## config.mk

```make
export PLATFORM = sky130hd
export DESIGN_NAME = ysyx_24100029_br_commit
export DESIGN_NICKNAME = d
export VERILOG_FILES = /design/src/rtl/ysyx_24100029_br_pkg.sv /design/src/rtl/ysyx_24100029_br_fifo.sv /design/src/rtl/ysyx_24100029_br_commit.sv
export SDC_FILE = /design/constraint.sdc
export NUM_CORES = 1
export LEC_CHECK = 0
export ABC_AREA = 1
export BUFFER_PORTS_ARGS = -buffer_cell sky130_fd_sc_hd__clkbuf_2
export CORE_UTILIZATION = 50
export CTS_CLUSTER_SIZE = 25
export DETAILED_ROUTE_END_ITERATION = 7
export PLACE_DENSITY = 0.71
export SETUP_SLACK_MARGIN = 0.05
export SYNTH_ARGS = -nofsm -noshare
export SYNTH_HDL_FRONTEND = slang
export SYNTH_SLANG_ARGS = --single-unit
```

## constraint.sdc

```tcl
create_clock -name clock -period 3.4 [get_ports clock]
set_clock_uncertainty 0.1 [all_clocks]
set_input_delay 0.17 -clock clock [delete_from_list [all_inputs] [get_ports clock]]
set_output_delay 0.17 -clock clock [all_outputs]
set_load 0.005 [all_outputs]
```

## src/rtl/ysyx_24100029_br_pkg.sv

```systemverilog
// Shared types for the branch-commit block: branch kinds,
// commit FSM states and the predictor-update record.
package ysyx_24100029_br_pkg;

    localparam logic [1:0] BR_TYPE_PLAIN = 2'b00;
    localparam logic [1:0] BR_TYPE_CALL  = 2'b01;
    localparam logic [1:0] BR_TYPE_RET   = 2'b10;

    typedef enum logic {
        RUN,
        FLUSH
    } br_state_t;

    typedef struct packed {
        logic [31:0] pc;
        logic [1:0]  br_type;
        logic [31:0] npc;
        logic        taken;
    } br_entry_t;

endpackage

```

## src/rtl/ysyx_24100029_br_fifo.sv

```systemverilog
// Synchronous update queue between branch resolution and the
// predictor; power-of-two depth so pointers wrap naturally.
module ysyx_24100029_br_fifo
    import ysyx_24100029_br_pkg::*;
#(
    parameter int DEPTH = 4
) (
    input  logic      clock,
    input  logic      reset,
    input  logic      push,
    input  logic      pop,
    input  br_entry_t wdata,
    output br_entry_t rdata,
    output logic      full,
    output logic      empty
);

    localparam int AW = $clog2(DEPTH);

    br_entry_t      mem [DEPTH];
    logic [AW-1:0]  wr_ptr;
    logic [AW-1:0]  rd_ptr;
    logic [AW:0]    count;
    logic           do_push;
    logic           do_pop;

    assign full    = (count == (AW+1)'(DEPTH));
    assign empty   = (count == '0);
    assign do_push = push & ~full;
    assign do_pop  = pop & ~empty;
    assign rdata   = mem[rd_ptr];

    always_ff @(posedge clock or negedge reset) begin
        if (!reset) begin
            wr_ptr <= '0;
            rd_ptr <= '0;
            count  <= '0;
            for (int i = 0; i < DEPTH; i++) begin
                mem[i] <= '0;
            end
        end else begin
            if (do_push) begin
                mem[wr_ptr] <= wdata;
                wr_ptr      <= wr_ptr + AW'(1);
            end
            if (do_pop) begin
                rd_ptr <= rd_ptr + AW'(1);
            end
            if (do_push && !do_pop) begin
                count <= count + (AW+1)'(1);
            end else if (do_pop && !do_push) begin
                count <= count - (AW+1)'(1);
            end
        end
    end

endmodule

```

## src/rtl/ysyx_24100029_br_commit.sv

```systemverilog
// Branch commit: queues predictor updates, raises a one-cycle
// fetch redirect on mispredict and drops wrong-path offers.
module ysyx_24100029_br_commit
    import ysyx_24100029_br_pkg::*;
#(
    parameter int FIFO_DEPTH   = 4,
    parameter int FLUSH_CYCLES = 2
) (
    input  logic        clock,
    input  logic        reset,
    input  logic        ex_valid,
    output logic        ex_ready,
    input  logic [31:0] ex_pc,
    input  logic [31:0] ex_target,
    input  logic [31:0] ex_pred_npc,
    input  logic        ex_is_br,
    input  logic        ex_taken,
    input  logic        ex_pred_taken,
    input  logic [1:0]  ex_br_type,
    output logic        br_valid,
    output logic        br_is_taken,
    output logic [31:0] br_pc,
    output logic [1:0]  br_pc_type,
    output logic [31:0] br_npc,
    output logic        redirect_valid,
    output logic [31:0] redirect_pc,
    output logic [31:0] br_cnt,
    output logic [31:0] mispred_cnt
);

    localparam int DW = $clog2(FLUSH_CYCLES + 1);

    br_state_t   state;
    br_state_t   state_n;
    logic [DW-1:0] drop_cnt;
    logic [DW-1:0] drop_n;
    br_entry_t   enq_entry;
    br_entry_t   head;
    logic        full;
    logic        empty;
    logic        fire;
    logic        run_fire;
    logic        enq;
    logic        mispredict;
    logic        do_redirect;
    logic [31:0] actual_npc;
    logic        pred_taken_unused;

    // The npc comparison already covers direction, so this is informational.
    assign pred_taken_unused = ex_pred_taken;

    assign actual_npc  = ex_taken ? ex_target : ex_pc + 32'd4;
    assign mispredict  = ex_is_br & (actual_npc != ex_pred_npc);
    assign ex_ready    = ~full | (state == FLUSH);
    assign fire        = ex_valid & ex_ready;
    assign run_fire    = fire & (state == RUN);
    assign enq         = run_fire & ex_is_br;
    assign do_redirect = run_fire & mispredict;

    assign enq_entry = '{
        pc:      ex_pc,
        br_type: ex_br_type,
        npc:     actual_npc,
        taken:   ex_taken
    };

    ysyx_24100029_br_fifo #(
        .DEPTH (FIFO_DEPTH)
    ) u_fifo (
        .clock (clock),
        .reset (reset),
        .push  (enq),
        .pop   (~empty),
        .wdata (enq_entry),
        .rdata (head),
        .full  (full),
        .empty (empty)
    );

    assign br_valid    = ~empty;
    assign br_pc       = empty ? 32'd0 : head.pc;
    assign br_pc_type  = empty ? 2'd0  : head.br_type;
    assign br_npc      = empty ? 32'd0 : head.npc;
    assign br_is_taken = ~empty & head.taken;

    always_comb begin
        state_n = state;
        drop_n  = drop_cnt;
        unique case (state)
            RUN: begin
                if (do_redirect) begin
                    state_n = FLUSH;
                    drop_n  = DW'(FLUSH_CYCLES);
                end
            end
            FLUSH: begin
                drop_n = drop_cnt - DW'(1);
                if (drop_cnt == DW'(1)) begin
                    state_n = RUN;
                end
            end
            default: ;
        endcase
    end

    always_ff @(posedge clock or negedge reset) begin
        if (!reset) begin
            state          <= RUN;
            drop_cnt       <= '0;
            redirect_valid <= 1'b0;
            redirect_pc    <= 32'd0;
            br_cnt         <= 32'd0;
            mispred_cnt    <= 32'd0;
        end else begin
            state          <= state_n;
            drop_cnt       <= drop_n;
            redirect_valid <= do_redirect;
            if (do_redirect) begin
                redirect_pc <= actual_npc;
                mispred_cnt <= mispred_cnt + 32'd1;
            end
            if (enq) begin
                br_cnt <= br_cnt + 32'd1;
            end
        end
    end

endmodule

```

==> metrics.txt, run 1 <==
status complete, no violations; max frequency about 320 MHz; half-perimeter wire length after placement 38.85 mm; fin crit period slightly above 3 ns; Crit-path slowest cell dlygate4sd3_1; multi-input logic area between 8000 and 9000 sq um; Final Core Density 0.6057; H-Tree Depth 2; Iter 0 DRT Violations around 1500; required time worst endpoint approximately 3.7 ns; Die Ht 194.7 um; Leak 11.14 nW; clk slew on worst S/H paths about 0.06 ns; Post-Place Setup Slack between 0.15 and 0.2 ns; Critical Path End redirect_pc[9]$_DFFE_PN0P_; CTS Buffer Depth 3; critical path's largest stage delay between 0.5 and 0.6 ns; DR top layer met4; PwrDens about 840 nW/um^2; final setup fails 0; Hold WC Path Type input port to flip-flop; GPL Wtd Cong 0.9416; storage element area 9389 sq um; synthesized flop and latch total about 380; CTS tree done; Rows 70; Port Buf Inserts roughly 270; total wire length ~57 mm; met2 WL between 20 and 30 mm; worst reg-to-reg setup slack a little over 0.8 ns; vias per cell 5.470; RSZ-0062 raised after global routing no; first-pass GRT wire length approximately 89 mm; Synth Warn # 0; top cells by instance count after synthesis nand2_1, o21ai_0, dfrtp_1; CTS root buffer clkbuf_16; met3 routed WL 4.346 mm; setup TNS 0 ns; grt ovf 0; vias in the first global route 16370; reg-to-reg critical path endpoint u_fifo.mem[155]$_DFFE_PN0P_; max capacitance violation total 0; startpoint types input port; Crit Path Category input port to flip-flop; Worst Tran Pin Value 0.7903 ns; worst-path cell chain dlygate4sd3_1, clkbuf_2, ha_1, nand2_1, nor2_4, nand2_2, nor2_4, nand2_1, nand3_1, nand2_1, nand2_1, nand3_1, nor2_1, nand2_1, nor2_1, nand3_4, nand2_8, buf_12, o21ai_0; Initial Utilization 0.5071; via count 17370; post-route ant nets 0; Hold Fails Final Rpt 0; EDFF count, synth 0; final net count 2789; Min Hold Slack roughly 0.008 ns; clock sink count approximately 380; Post-Syn Nets between 2000 and 3000; Die ar. roughly 38000 sq um; setup slack after layout 0.2908 ns; top-count cell post-synth nand2_1; Area contributors post-synth dfrtp_1, nand2_1, o21ai_0; Main synth FF type dfrtp_1; Slew Limit Fails 0; Post-synth ARST share 1.000; Area Growth Syn to Fin 19.44%; DR pass1 iterations 8; Reg-to-Reg Start u_fifo.count[0]$_DFFE_PN0P_; Final period util 0.9145; post-synthesis sequential area ratio 0.5055; crit-path max FO 34; largest net degree at the start of global routing roughly 140; Syn Area/Cell about 7.7 sq um; initial antenna violation count 4; fraction of layout cells with a size suffix above 1 0.1572; CP Capture Type flip-flop; VDD IR-drop max roughly 600 uV; area leader, netlist dfrtp_1; Die Span X just under 200 um; postcts setup bufs 0; Synth cell types 30; post-synth top area share 0.5055; Routed wire per std cell 17.82 um; R2R depth 8; met1 wire length 24.77 mm; Arrival @ worst endpoint around 3.4 ns; synthesized area between 15000 and 20000 sq um; Syn Inst Count between 2000 and 2500; Tot GR Track Use 0.2990; fillers between 3000 and 4000; IO Count 270; max_slew headroom 0.4731; CP Launch Point ex_pc[3]; Core ar. 36610 sq um; crit-path most repeated cell nand2_1; clock latency on the worst-skew pair ~0.56 ns; Num CTS Buffers 42; # DRC 0
## metal layers
metal | vias to the layer above | GRT usage
li1 | 8309 | -
met1 | 8276 | 0.4143
met2 | 666 | 0.4576
met3 | 117 | 0.06125
met4 | 0 | 0.1243
met5 | - | 0
## registers in the layout, indices dropped and copies added, names as in the netlist
register and cells:
br_cnt 32, mispred_cnt 32, drop_cnt 2, u_fifo.count 3, redirect_valid 1, redirect_pc 32
u_fifo.mem 268, u_fifo.wr_ptr 2, u_fifo.rd_ptr 2, state 1
## power breakdown
part	internal (W)	total, W	switching [W]	leakage (nW)
Combinational	0.00268	0.00698	0.00429	5.77
Sequential	0.00624	0.00724	0.00100	4.72
Clock	0.00253	0.00434	0.00182	0.647
## area by class of cell
cell class | instances | share of cell area
diodes | 3 | 0.0003386
flip-flops and latches | 375 | 0.4234
multi-input cells | 1806 | 0.3742
inverters | 112 | 0.01913
repair buffers | 339 | 0.09756
clock inverters | 11 | 0.002878
well taps | 468 | 0.02641
clock buffers | 61 | 0.05609
## kinds of logic after synthesis
| logic type | share of synthesized area |
|---|---|
| adders and majority gates | 0.006066 |
| and+or+nand+nor | 0.2634 |
| AOI/OAI and AO/OA | 0.1412 |
| xor gates and xnor gates | 0.03208 |
| buffers and inverters | 0.05183 |
| DFF | 0.5055 |
## cell usage in the layout (no fill, tap or decap), types with 8 or more instances in the layout
cell and instances:
nand4_1 9, dfrtp_1 373, nand2_1 663, dlygate4sd3_1 35, nand2_2 8, buf_12 15
nand3b_1 16, nor3_1 21, clkbuf_8 10, clkbuf_2 267, o21ai_0 442, or2_2 24
a21oi_1 70, nor4_1 10, clkbuf_16 43, xor2_1 47, xnor2_1 21, nand3_1 66
inv_1 107, nor2_1 366, ha_1 9, buf_4 20, o21ai_1 10, clkinv_2 9
clkbuf_1 8
## metrics by stage
step	area (sq um)	total power (W)	cells
after floorplan	18570	0.01126	2420
after global placement	20470	0.01395	3064
after detailed placement	20470	0.01417	3064
after CTS	22130	0.01860	3171
after global routing	22170	0.01986	3175
final	22170	0.01856	3175
## critical path: cells and delay by family
family	cells	cell delay (ns)
fa+ha+maj	1	0.20
simple gates	14	2.02
buf+inv	3	0.90
compound gates	1	0.10
## repair_timing
| item | in CTS | in global routing |
|---|---|---|
| setup endpoints to repair | 0 | 38 |
| hold endpoints to repair | 216 | 0 |
| resized for setup | 0 | 7 |
| hold buffers | 35 | 0 |
## worst min-delay path by stage
stage                             start                     endpoint  slack [ns]  depth (start not counted)
after CTS                      ex_taken  u_fifo.mem[134]$_DFFE_PN0P_       0.002                          3
after floorplan                   reset        br_cnt[0]$_DFFE_PN0P_       -0.23                          0
final                         ex_pc[15]  u_fifo.mem[251]$_DFFE_PN0P_       0.008                          3
after detailed placement          reset    u_fifo.mem[2]$_DFFE_PN0P_        0.15                          1
after global routing      ex_target[22]   u_fifo.mem[90]$_DFFE_PN0P_        0.04                          4
after global placement            reset  u_fifo.mem[206]$_DFFE_PN0P_        0.15                          1
Power figures use the tool's default switching activity.
==> run 2, diff against run 1 <==
- SETUP_SLACK_MARGIN: 0.05 -> 0.4
- SYNTH_HIERARCHICAL: not set -> 1
==> run 2 against run 1 <==
Effect of this change:
- the flow now finishes with violations (hold timing)
- cell area is 10% higher
- via count grew 19%
- total power rose by 11%
- synthesized cell count increased by 17%
- die area up 12%
- sequential share of layout area down 3.9 points
- sequential power barely moved
- routed wire length is 22% higher
- hold slack got worse by 0.038 ns
- count of clock-buffer cells in the layout grew 1
- synthesized area is 12% higher
- critical endpoint is now br_npc[28]
- largest power group is now combinational cells
- highest routed layer is now met5
==> metrics.txt, run 2 <==
most frequent cells in the layout nand2_1, dfrtp_1, nor2_1; violated checks hold timing; setup TNS 0 ns (unchanged); Routed wire per std cell 18.91 um (+6.1%); first-pass GRT wire length 107.4 mm (+21%); status finished with violations; synthesized flop and latch total 375 (unchanged); clock latency on the worst-skew pair 0.59 ns (+0.03 ns); IO Count 270 (unchanged); Hold Fails Final Rpt 1 (+1); # DRC 0 (unchanged); Synth Warn # 6 (+6); Port Buf Inserts 268 (unchanged); Hold WC Path Type input port to flip-flop; Die Ht 206.1 um (+5.8%); critical path's largest stage delay 0.50 ns (-0.03 ns); CP bufs+invs 5 (+2); total wire length 68.76 mm (+22%); Num CTS Buffers 43 (+2.4%); DR pass1 iterations 6 (-2); vias in the first global route 19520 (+19%); final setup fails 0 (unchanged); max reg flops 268 (unchanged); startpoint types flip-flop; Die Span X 206.1 um (+5.8%); CTS tree done; fraction of layout cells with a size suffix above 1 0.1518 (-0.005386); crit-path max FO 38 (+12%); Slew Limit Fails 0 (unchanged); CTS root buffer clkbuf_16; initial antenna violation count 8 (+4); clock sink count 375 (unchanged); area leader, netlist dfrtp_1; final net count 3191 (+14%); Crit Path Category flip-flop to primary output; top-count cell post-synth nand2_1; Main synth FF type dfrtp_1; max_slew headroom 0.2297 (-0.2435); placed cells 3506 (+14%); Iter 0 DRT Violations 2025 (+32%); Final period util 0.8256 (-0.08888); max capacitance violation total 0 (unchanged); Crit path max-delay family buffers and inverters; Die ar. 42460 sq um (+12%); VDD IR-drop max 713.3 uV (+19%); half-perimeter wire length after placement 43.40 mm (+12%); EDFF count, synth 0 (unchanged); Post-Syn Nets 2957 (+17%); Worst Tran Pin Value 1.155 ns (+0.3652 ns); Min Hold Slack -0.03021 ns (-0.03813 ns); Most flops, register u_fifo/mem; grt ovf 0 (unchanged); synthesized area 20820 sq um (+12%); Synth cell types 35 (+17%); post-synth top area share 0.4507 (-0.05471); GPL Wtd Cong 0.9374 (-0.45%); fin crit period 2.807 ns (-0.3022 ns); Layout Cells excl Fill 3636 (+15%); worst-path cell chain clkinv_4, buf_4, buf_4, o21ai_0, o21ai_0, inv_1, nor2_1, clkbuf_2; Syn Area/Cell 7.323 sq um (-4.5%); commonest non-fill, non-tap cell in the layout nand2_1; post-route ant nets 0 (unchanged); PwrDens 839.2 nW/um^2 (+0.28%); via count 20650 (+19%); CP Capture Type primary output; required time worst endpoint 3.13 ns (-0.58 ns); largest net degree at the start of global routing 238 (+75%); Tot GR Track Use 0.3245 (+0.02551); Post-synth ARST share 1.000 (unchanged); Arrival @ worst endpoint 2.54 ns (-0.88 ns); Rows 74 (+5.7%); H-Tree Depth 2 (unchanged); Area Growth Syn to Fin 17.38%; Crit-path slowest cell dfrtp_4; post-synthesis sequential area ratio 0.4507 (-0.05471); Initial Utilization 0.5087 (+0.001605); Syn Inst Count 2843 (+17%); Leak 12.96 nW (+16%); vias per cell 5.680 (+3.8%); Core ar. 40920 sq um (+12%); Area contributors post-synth dfrtp_1, nand2_1, nand4_1; CTS Buffer Depth 3 (unchanged); max frequency 356.3 MHz (+11%); clk slew on worst S/H paths 0.06 ns (about the same); RSZ-0062 raised after global routing no; top cells by instance count after synthesis nand2_1, dfrtp_1, nor2_1
-- run 2: changes by cell type in the layout (fill, tap and decap cells not counted), sizes merged, moves of 6 or more --
cell	change
xor2	-9
buf	+32
xnor2	+6
inv	+79
nand2	+290
nand4	+273
nand3	+15
o21ai	-211
dlygate4sd3	+8
a21oi	-69
-- run 2: worst paths after layout --
check | from | to | slack [ns] | cells after the start
max | u_fifo/rd_ptr[0]$_DFFE_PN0P_ | br_npc[28] | 0.59 | 8
min | ex_target[7] | redirect_pc[7]$_DFFE_PN0P_ | -0.03 | 4
max reg2reg | u_fifo/count[0]$_DFFE_PN0P_ | br_cnt[29]$_DFFE_PN0P_ | 0.64 | 16
min reg2reg | u_fifo/mem[155]$_DFFE_PN0P_ | u_fifo/mem[155]$_DFFE_PN0P_ | 0.36 | 2
max in group asynchronous | reset | u_fifo/mem[37]$_DFFE_PN0P_ | 2.18 | 3
min in group asynchronous | reset | u_fifo/mem[259]$_DFFE_PN0P_ | 0.11 | 2
-- run 2: cells by family after synthesis --
kind of cell    synth area share
buf+inv                  0.08690
xor+xnor                 0.02735
fa+ha+maj               0.006371
flops                     0.4507
compound gates           0.05890
simple gates              0.3697
-- run 2: worst min-delay path, stage by stage --
cell and delay (ns):
clkbuf_2 0.08, or2_2 0.10, nand2_2 0.09, o21ai_0 0.18
-- run 2: final cells by class --
class                   count  area, sq um
clock inverters             9        141.4
clock buffers              62         1239
repair buffers            377         2471
multi-input cells        2088         9793
inverters                 192        734.5
fillers                  3753        16490
diodes                      1        2.502
well taps                 532        665.6
flip-flops and latches    375         9390
-- run 2: power by group --
group	switching [W]	internal [W]
Clock	0.00187	0.00275
Combinational	0.00578	0.00288
Sequential	0.00101	0.00622
-- run 2: per-stage QoR --
step	cell area (sq um)	util	power, W	worst slack, ns
after floorplan	20820	-	0.01261	0.4059
after global placement	22360	0.5464	0.01538	0.2687
after detailed placement	22360	0.5464	0.01565	0.2689
after CTS	24180	0.5908	0.02035	0.4482
after global routing	24430	0.5971	0.02197	0.3886
final	24440	0.5971	0.02051	0.5931
-- run 2: layer usage --
metal  global-route usage  vias to the layer above  share of wire
li1                     -                     9674              -
met2               0.4941                      974           0.46
met3              0.06733                      183          0.091
met4               0.1526                       12          0.040
met1               0.4419                     9810           0.41
met5                    0                        -         0.0012
-- run 2: repair_timing --
action,in CTS,in global routing
buffers inserted,2,11
hold buffers,42,1
cloned,0,2
endpoints found under the setup margin,7,85
resized for setup,1,45
endpoints found under the hold margin,229,1
pin swaps,1,6
